## config.mk

```make
export PLATFORM = sky130hd
export DESIGN_NAME = vect_lane_aligner
export DESIGN_NICKNAME = d
export VERILOG_FILES = /design/src/rtl/vect_pkg.sv /design/src/rtl/vect_lane_fifo.sv /design/src/rtl/vect_lane_aligner.sv
export SDC_FILE = /design/constraint.sdc
export NUM_CORES = 2
export LEC_CHECK = 0
export BUFFER_PORTS_ARGS = -buffer_cell sky130_fd_sc_hd__buf_2
export CAP_MARGIN = 10
export CORE_ASPECT_RATIO = 0.8
export CORE_MARGIN = 4
export CORE_UTILIZATION = 35
export DETAILED_ROUTE_END_ITERATION = 16
export SLEW_MARGIN = 20
export SYNTH_ARGS = -nofsm -noshare
export SYNTH_HDL_FRONTEND = slang
export SYNTH_HIERARCHICAL = 1
export SYNTH_SLANG_ARGS = --single-unit
```

## constraint.sdc

```tcl
create_clock -name clk -period 3.3 [get_ports clk]
set_clock_uncertainty 0.05 [all_clocks]
set_input_delay 0.165 -clock clk [delete_from_list [all_inputs] [get_ports clk]]
set_output_delay 0.165 -clock clk [all_outputs]
set_load 0.05 [all_outputs]
```

## src/rtl/vect_pkg.sv

```systemverilog
// Shared constants and elaboration helpers for the vectorised lane aligner.
// Latency: none (package only).
// Backpressure: not applicable.
package vect_pkg;

    localparam int NLANES_DEF = 16;
    localparam int DATAW_DEF  = 32;
    localparam int DEPTH_DEF  = 4;

    function automatic int vect_clog2(input int value);
        int w;
        w = 0;
        for (int v = value - 1; v > 0; v = v >> 1) begin
            w = w + 1;
        end
        return w;
    endfunction

    // Lane i occupies [lane_lsb(i) +: dataw] of every packed lane bus.
    function automatic int lane_lsb(input int lane, input int dataw);
        return lane * dataw;
    endfunction

endpackage

```

## src/rtl/vect_lane_fifo.sv

```systemverilog
// Per-lane result FIFO, power-of-two depth, registered storage, no fall-through.
// Latency: a push at edge t is visible on dout/empty in cycle t+1.
// Backpressure: push is ignored when full unless a pop happens in the same cycle.
module vect_lane_fifo
    import vect_pkg::*;
#(
    parameter int DATAW = DATAW_DEF,
    parameter int DEPTH = DEPTH_DEF
) (
    input  logic             clk,
    input  logic             rst,
    input  logic             push,
    input  logic             pop,
    input  logic [DATAW-1:0] din,
    output logic [DATAW-1:0] dout,
    output logic             full,
    output logic             empty
);

    localparam int AW = vect_clog2(DEPTH);
    localparam int CW = AW + 1;
    localparam logic [CW-1:0] DEPTH_C = CW'(DEPTH);

    logic [DATAW-1:0] mem_q [DEPTH];
    logic [AW-1:0]    wr_ptr_q;
    logic [AW-1:0]    rd_ptr_q;
    logic [CW-1:0]    cnt_q;
    logic [CW-1:0]    cnt_d;
    logic             do_push;
    logic             do_pop;

    assign full    = (cnt_q == DEPTH_C);
    assign empty   = (cnt_q == '0);
    assign do_pop  = pop & ~empty;
    assign do_push = push & (~full | do_pop);
    assign dout    = mem_q[rd_ptr_q];

    always_comb begin
        cnt_d = cnt_q;
        if (do_push && !do_pop) begin
            cnt_d = cnt_q + CW'(1);
        end else if (do_pop && !do_push) begin
            cnt_d = cnt_q - CW'(1);
        end
    end

    // Pointers wrap naturally because DEPTH is a power of two.
    always_ff @(posedge clk or negedge rst) begin
        if (!rst) begin
            wr_ptr_q <= '0;
            rd_ptr_q <= '0;
            cnt_q    <= '0;
        end else begin
            cnt_q <= cnt_d;
            if (do_push) begin
                wr_ptr_q <= wr_ptr_q + AW'(1);
            end
            if (do_pop) begin
                rd_ptr_q <= rd_ptr_q + AW'(1);
            end
        end
    end

    always_ff @(posedge clk) begin
        if (do_push) begin
            mem_q[wr_ptr_q] <= din;
        end
    end

endmodule

```

## src/rtl/vect_lane_aligner.sv

```systemverilog
// Broadcasts the vector handshake to NLANES kernels and re-aligns their results; VECT_ALIGN_STATS_EN adds stall counters.
// Latency: kernel latency + 1 (lane FIFOs are read from registered storage, no fall-through).
// Backpressure: credit counter caps in-flight vectors at DEPTH; oready=0 holds odata/ovalid until the pop.
module vect_lane_aligner
    import vect_pkg::*;
#(
    parameter int NLANES = NLANES_DEF,
    parameter int DATAW  = DATAW_DEF,
    parameter int DEPTH  = DEPTH_DEF
) (
    input  logic                     clk,
    input  logic                     rst,
    input  logic                     ivalid,
    output logic                     iready,
    input  logic [NLANES-1:0]        lane_mask,
    output logic                     lane_ivalid,
    input  logic [NLANES-1:0]        lane_iready,
    input  logic [NLANES-1:0]        lane_ovalid,
    input  logic [NLANES*DATAW-1:0]  lane_odata,
    output logic [NLANES-1:0]        lane_oready,
    output logic                     ovalid,
    input  logic                     oready,
    output logic [NLANES*DATAW-1:0]  odata,
    output logic                     err
`ifdef VECT_ALIGN_STATS_EN
    ,
    output logic [31:0]              stall_in_cnt,
    output logic [31:0]              stall_out_cnt
`endif
);

    localparam int CW = vect_clog2(DEPTH) + 1;
    localparam logic [CW-1:0] DEPTH_C = CW'(DEPTH);

    logic [CW-1:0]     credit_q;
    logic [CW-1:0]     credit_d;
    logic [NLANES-1:0] mask_q;
    logic              run_q;
    logic              err_q;
    logic [NLANES-1:0] full;
    logic [NLANES-1:0] empty;
    logic [NLANES-1:0] push;
    logic [NLANES-1:0] pop;
    logic [DATAW-1:0]  head [NLANES];
    logic              in_fire;
    logic              out_fire;
    logic              overflow;

    // run_q keeps iready low while reset is applied, independent of lane_iready.
    assign iready      = run_q & (&(lane_iready | ~mask_q)) & (credit_q < DEPTH_C) & (|mask_q);
    assign ovalid      = (&(~empty | ~mask_q)) & (credit_q != '0);
    assign in_fire     = ivalid & iready;
    assign out_fire    = ovalid & oready;
    assign lane_ivalid = in_fire;
    assign lane_oready = ~full;
    assign push        = lane_ovalid & lane_oready & mask_q;
    assign pop         = {NLANES{out_fire}} & mask_q;
    assign overflow    = |(lane_ovalid & mask_q & full);
    assign err         = err_q;

    always_comb begin
        credit_d = credit_q;
        if (in_fire && !out_fire) begin
            credit_d = credit_q + CW'(1);
        end else if (out_fire && !in_fire) begin
            credit_d = credit_q - CW'(1);
        end
    end

    always_ff @(posedge clk or negedge rst) begin
        if (!rst) begin
            run_q    <= 1'b0;
            credit_q <= '0;
            mask_q   <= '1;
            err_q    <= 1'b0;
        end else begin
            run_q    <= 1'b1;
            credit_q <= credit_d;
            if (credit_q == '0 && !in_fire) begin
                mask_q <= lane_mask;
            end
            if (overflow) begin
                err_q <= 1'b1;
            end
        end
    end

    for (genvar g = 0; g < NLANES; g++) begin : g_lane
        vect_lane_fifo #(
            .DATAW (DATAW),
            .DEPTH (DEPTH)
        ) u_fifo (
            .clk   (clk),
            .rst   (rst),
            .push  (push[g]),
            .pop   (pop[g]),
            .din   (lane_odata[lane_lsb(g, DATAW) +: DATAW]),
            .dout  (head[g]),
            .full  (full[g]),
            .empty (empty[g])
        );

        // Masked lanes and empty lanes present zero rather than stale storage.
        assign odata[lane_lsb(g, DATAW) +: DATAW] = (mask_q[g] && !empty[g]) ? head[g] : '0;
    end

`ifdef VECT_ALIGN_STATS_EN
    logic [31:0] stall_in_q;
    logic [31:0] stall_out_q;

    always_ff @(posedge clk or negedge rst) begin
        if (!rst) begin
            stall_in_q  <= '0;
            stall_out_q <= '0;
        end else begin
            if (ivalid && !iready && stall_in_q != '1) begin
                stall_in_q <= stall_in_q + 32'd1;
            end
            if (ovalid && !oready && stall_out_q != '1) begin
                stall_out_q <= stall_out_q + 32'd1;
            end
        end
    end

    assign stall_in_cnt  = stall_in_q;
    assign stall_out_cnt = stall_out_q;
`endif

endmodule

```

==> flow_metrics.env <==
export IMPL_status="complete, no violations"
export IMPL_p_switching_mw=41.70
export IMPL_grtUsageTotal=0.1842
export IMPL_syn_cell_area_sq_um=86520
export IMPL_clock_latency_ps=850
export IMPL_fin_ws_ps=134.1
export IMPL_drc=0
export IMPL_start_util=0.3534
export IMPL_synthFlopType="edfxtp_1"
export IMPL_critPathKind="reg2reg"
export IMPL_layout_commonest_cell="edfxtp_1"
export IMPL_wl_per_cell_um=24.67
export IMPL_clockRootBuffer="clkbuf_16"
export IMPL_placed_area_sq_um=97470
export IMPL_setup_violations_final=0
export IMPL_start_kind="register"
export IMPL_grt_pass1_wl_um=347300
export IMPL_num_rows=162
export IMPL_combPwrFrac=0.422
export IMPL_grt_ovfl_total=0
export IMPL_antenna_found_initial=88
export IMPL_layout_drive_gt1_share=0.3588
export IMPL_clk_pin_slew_ps=60
export IMPL_final_antenna_net_count=0
export IMPL_ff2ff_path_depth=15
export IMPL_dpl_worst_slack_ps=0.1861
export IMPL_p_seq_frac=0.351
export IMPL_drt_iter0_drc=3535
export IMPL_syn_inst=3992
export IMPL_ys_ff_latch=2181
export IMPL_drtPass1Iterations=7
export IMPL_dieArea_sq_um=255300
export IMPL_powerDensity_nw_per_um2=934.5
export IMPL_cts_sinks=2181
export IMPL_cp_data_required_time_ps=4030
export IMPL_coreArea_sq_um=244900
export IMPL_cts_htree_levels=4
export IMPL_worstPathArrival_ps=3900
export IMPL_fin_crit_ps=3166
export IMPL_final_util=0.4635
export IMPL_clock_fmax_mhz=315.9
export IMPL_vias=47089
export IMPL_fin_crit_sh=0.9594
export IMPL_syn2layout_area_growth_pct=31.16
export IMPL_cp_end_kind="register"
export IMPL_final_setup_tns_ps=0
export IMPL_slew_viol_final=0
export IMPL_post_synth_num_cell_types=43
export IMPL_syn_area_per_cell_sq_um=21.67
export IMPL_nFillCells=20867
export IMPL_p_int_mw=64.36
export IMPL_die_y_um=452.7
export IMPL_grt_pass1_vias=49676
export IMPL_p_sw_frac=0.3932
export IMPL_grt_max_degree=86
export IMPL_tritoncts="done"
export IMPL_ys_seq_area_frac=0.7495
export IMPL_worstMarginPinSlew_ps=1030
export IMPL_chipWidth_um=563.9
export IMPL_p_clk_frac=0.227
export IMPL_cts_buffers=225
export IMPL_slew_headroom=0.3130
export IMPL_io_buffers=1095
export IMPL_ios=1096
export IMPL_fin_nets=6928
export IMPL_hold_path_depth=2
export IMPL_final_cell_mix="edfxtp_1, buf_2, dlygate4sd3_1"
export IMPL_design_area_sq_um=113500
export IMPL_async_flop_share=0.06098
export IMPL_hp_class="in2reg"
export IMPL_gp_congestion=0.8026
export IMPL_dp_hpwl_um=166200
export IMPL_synth_edf_count=2048
export IMPL_cap_viol_max_count=0
export IMPL_leakage_nw=40.60
export IMPL_finalHoldWorstSlack_ps=71.78
export IMPL_viasPerCell=4.817
export IMPL_hold_viol=0
export IMPL_syn_nets=4654
export IMPL_ys_warn_count=6
export IMPL_wl_um=241100
export IMPL_cp_max_fo=5
export IMPL_irDropWorstVdd_v=0.0007014
export IMPL_clockBufferDepth=4
==> flip-flops by register name (all words and copies together) (netlist names) <==
signal and cells:
g_lane.u_fifo/wr_ptr_q 32, run_q 1, credit_q 3, g_lane.u_fifo/rd_ptr_q 32, g_lane.u_fifo/mem_q 2048, g_lane.u_fifo/cnt_q 48
mask_q 16, err 1
==> layout make-up <==
class | count | area [sq um] | area share
Clock inverter | 126 | 1041 | 0.009173
Tap cell | 3280 | 4104 | 0.03616
Inverter | 97 | 364.1 | 0.003208
Clock buffer | 279 | 5843 | 0.05149
Multi-Input combinational cell | 1534 | 19880 | 0.1752
Sequential cell | 2181 | 64870 | 0.5716
Timing Repair Buffer | 2227 | 17260 | 0.1521
Antenna cell | 51 | 127.6 | 0.001125
==> final timing paths <==
path,end,start,slack [ps]
setup / recovery,g_lane[12].u_fifo/cnt_q[2],g_lane[7].u_fifo/cnt_q[2],130
hold / removal,g_lane[6].u_fifo/mem_q[1][11],lane_odata[203],70
setup reg to reg,g_lane[12].u_fifo/cnt_q[2],g_lane[7].u_fifo/cnt_q[2],130
hold reg to reg,g_lane[2].u_fifo/rd_ptr_q[1],g_lane[2].u_fifo/rd_ptr_q[1],430
max in group asynchronous,g_lane[10].u_fifo/rd_ptr_q[0],rst,1410
min in group asynchronous,g_lane[11].u_fifo/rd_ptr_q[1],rst,620
==> cell usage after synthesis, types with 17 or more instances <==
cell type  number  area [sq um]
mux4_2        448         10090
buf_12         49         980.9
ha_1           81          1013
nor2_1         34         127.6
mux2_2         39         439.2
buf_2          49         245.2
fa_1           17         340.3
edfxtp_1     2048         61500
xor2_1         34         297.8
xnor2_1        65         569.3
buf_6          17         191.4
inv_1          97         364.1
dfrtp_1       117          2928
nand2b_1       17         106.4
nand3b_1       17         127.6
mux4_1         64          1682
clkbuf_1       65         244.0
and2_1        593          3710
==> repair_timing <==
action                                   CTS  global route
endpoints found under the setup margin    10            37
hold endpoints to repair                2213             0
gates resized for setup                    5            35
pin swaps                                  0            24
hold buffers                             878             0
cloned                                     0             1
buffers inserted                           0            13
==> per-stage QoR <==
stage	instances	total power [mW]
finish	9775	106.1
global route	9756	111.0
CTS	9712	107.3
detailed placement	8429	81.81
global placement	8429	81.49
floorplan	3992	68.64
==> power by group through the flow <==
stage	combinational (mW)	clock, mW	sequential, mW
6_report	44.8	24.1	37.2
5_1_grt	47.3	26.0	37.7
4_1_cts	45.3	24.8	37.3
3_5_place_dp	44.0	0	37.8
3_3_place_gp	43.9	0	37.6
2_1_floorplan	31.9	0	36.8
==> worst max-delay path, stage by stage, from the launching register on <==
cell and delay, ps:
dfrtp_1 370, nor3_2 70, a22o_2 340, a221oi_2 190, and3_1 200, and3_4 260
clkbuf_16 180, and2_1 170, inv_1 60, a21boi_2 170, ha_1 210, inv_1 60
fa_1 380, xor2_1 150, nor2_1 110, xor2_1 150
==> kinds of logic (layout without fill, tap and decap cells) <==
logic type / count (synthesis) / in the layout / synth area share
DFF: 2181 / 2181 / 0.7495
and+or+nand+nor: 738 / 738 / 0.05455
muxes: 561 / 561 / 0.1429
buffers and inverters: 277 / 2729 / 0.02341
xor gates and xnor gates: 99 / 99 / 0.01002
adders and majority gates: 98 / 98 / 0.01565
AOI/OAI and AO/OA: 37 / 37 / 0.004006
other: 1 / 52 / 0.00004334
==> layer usage <==
layer	up-vias	part of all wire	wire length [um]	GRT usage
met5	-	0.00089	214	0
met3	430	0.070	16830	0.04683
met2	1593	0.50	121000	0.3134
met4	32	0.037	8802	0.06217
li1	20580	-	-	-
met1	24454	0.39	94290	0.2293
No activity file was read; power rests on OpenSTA's default activity.
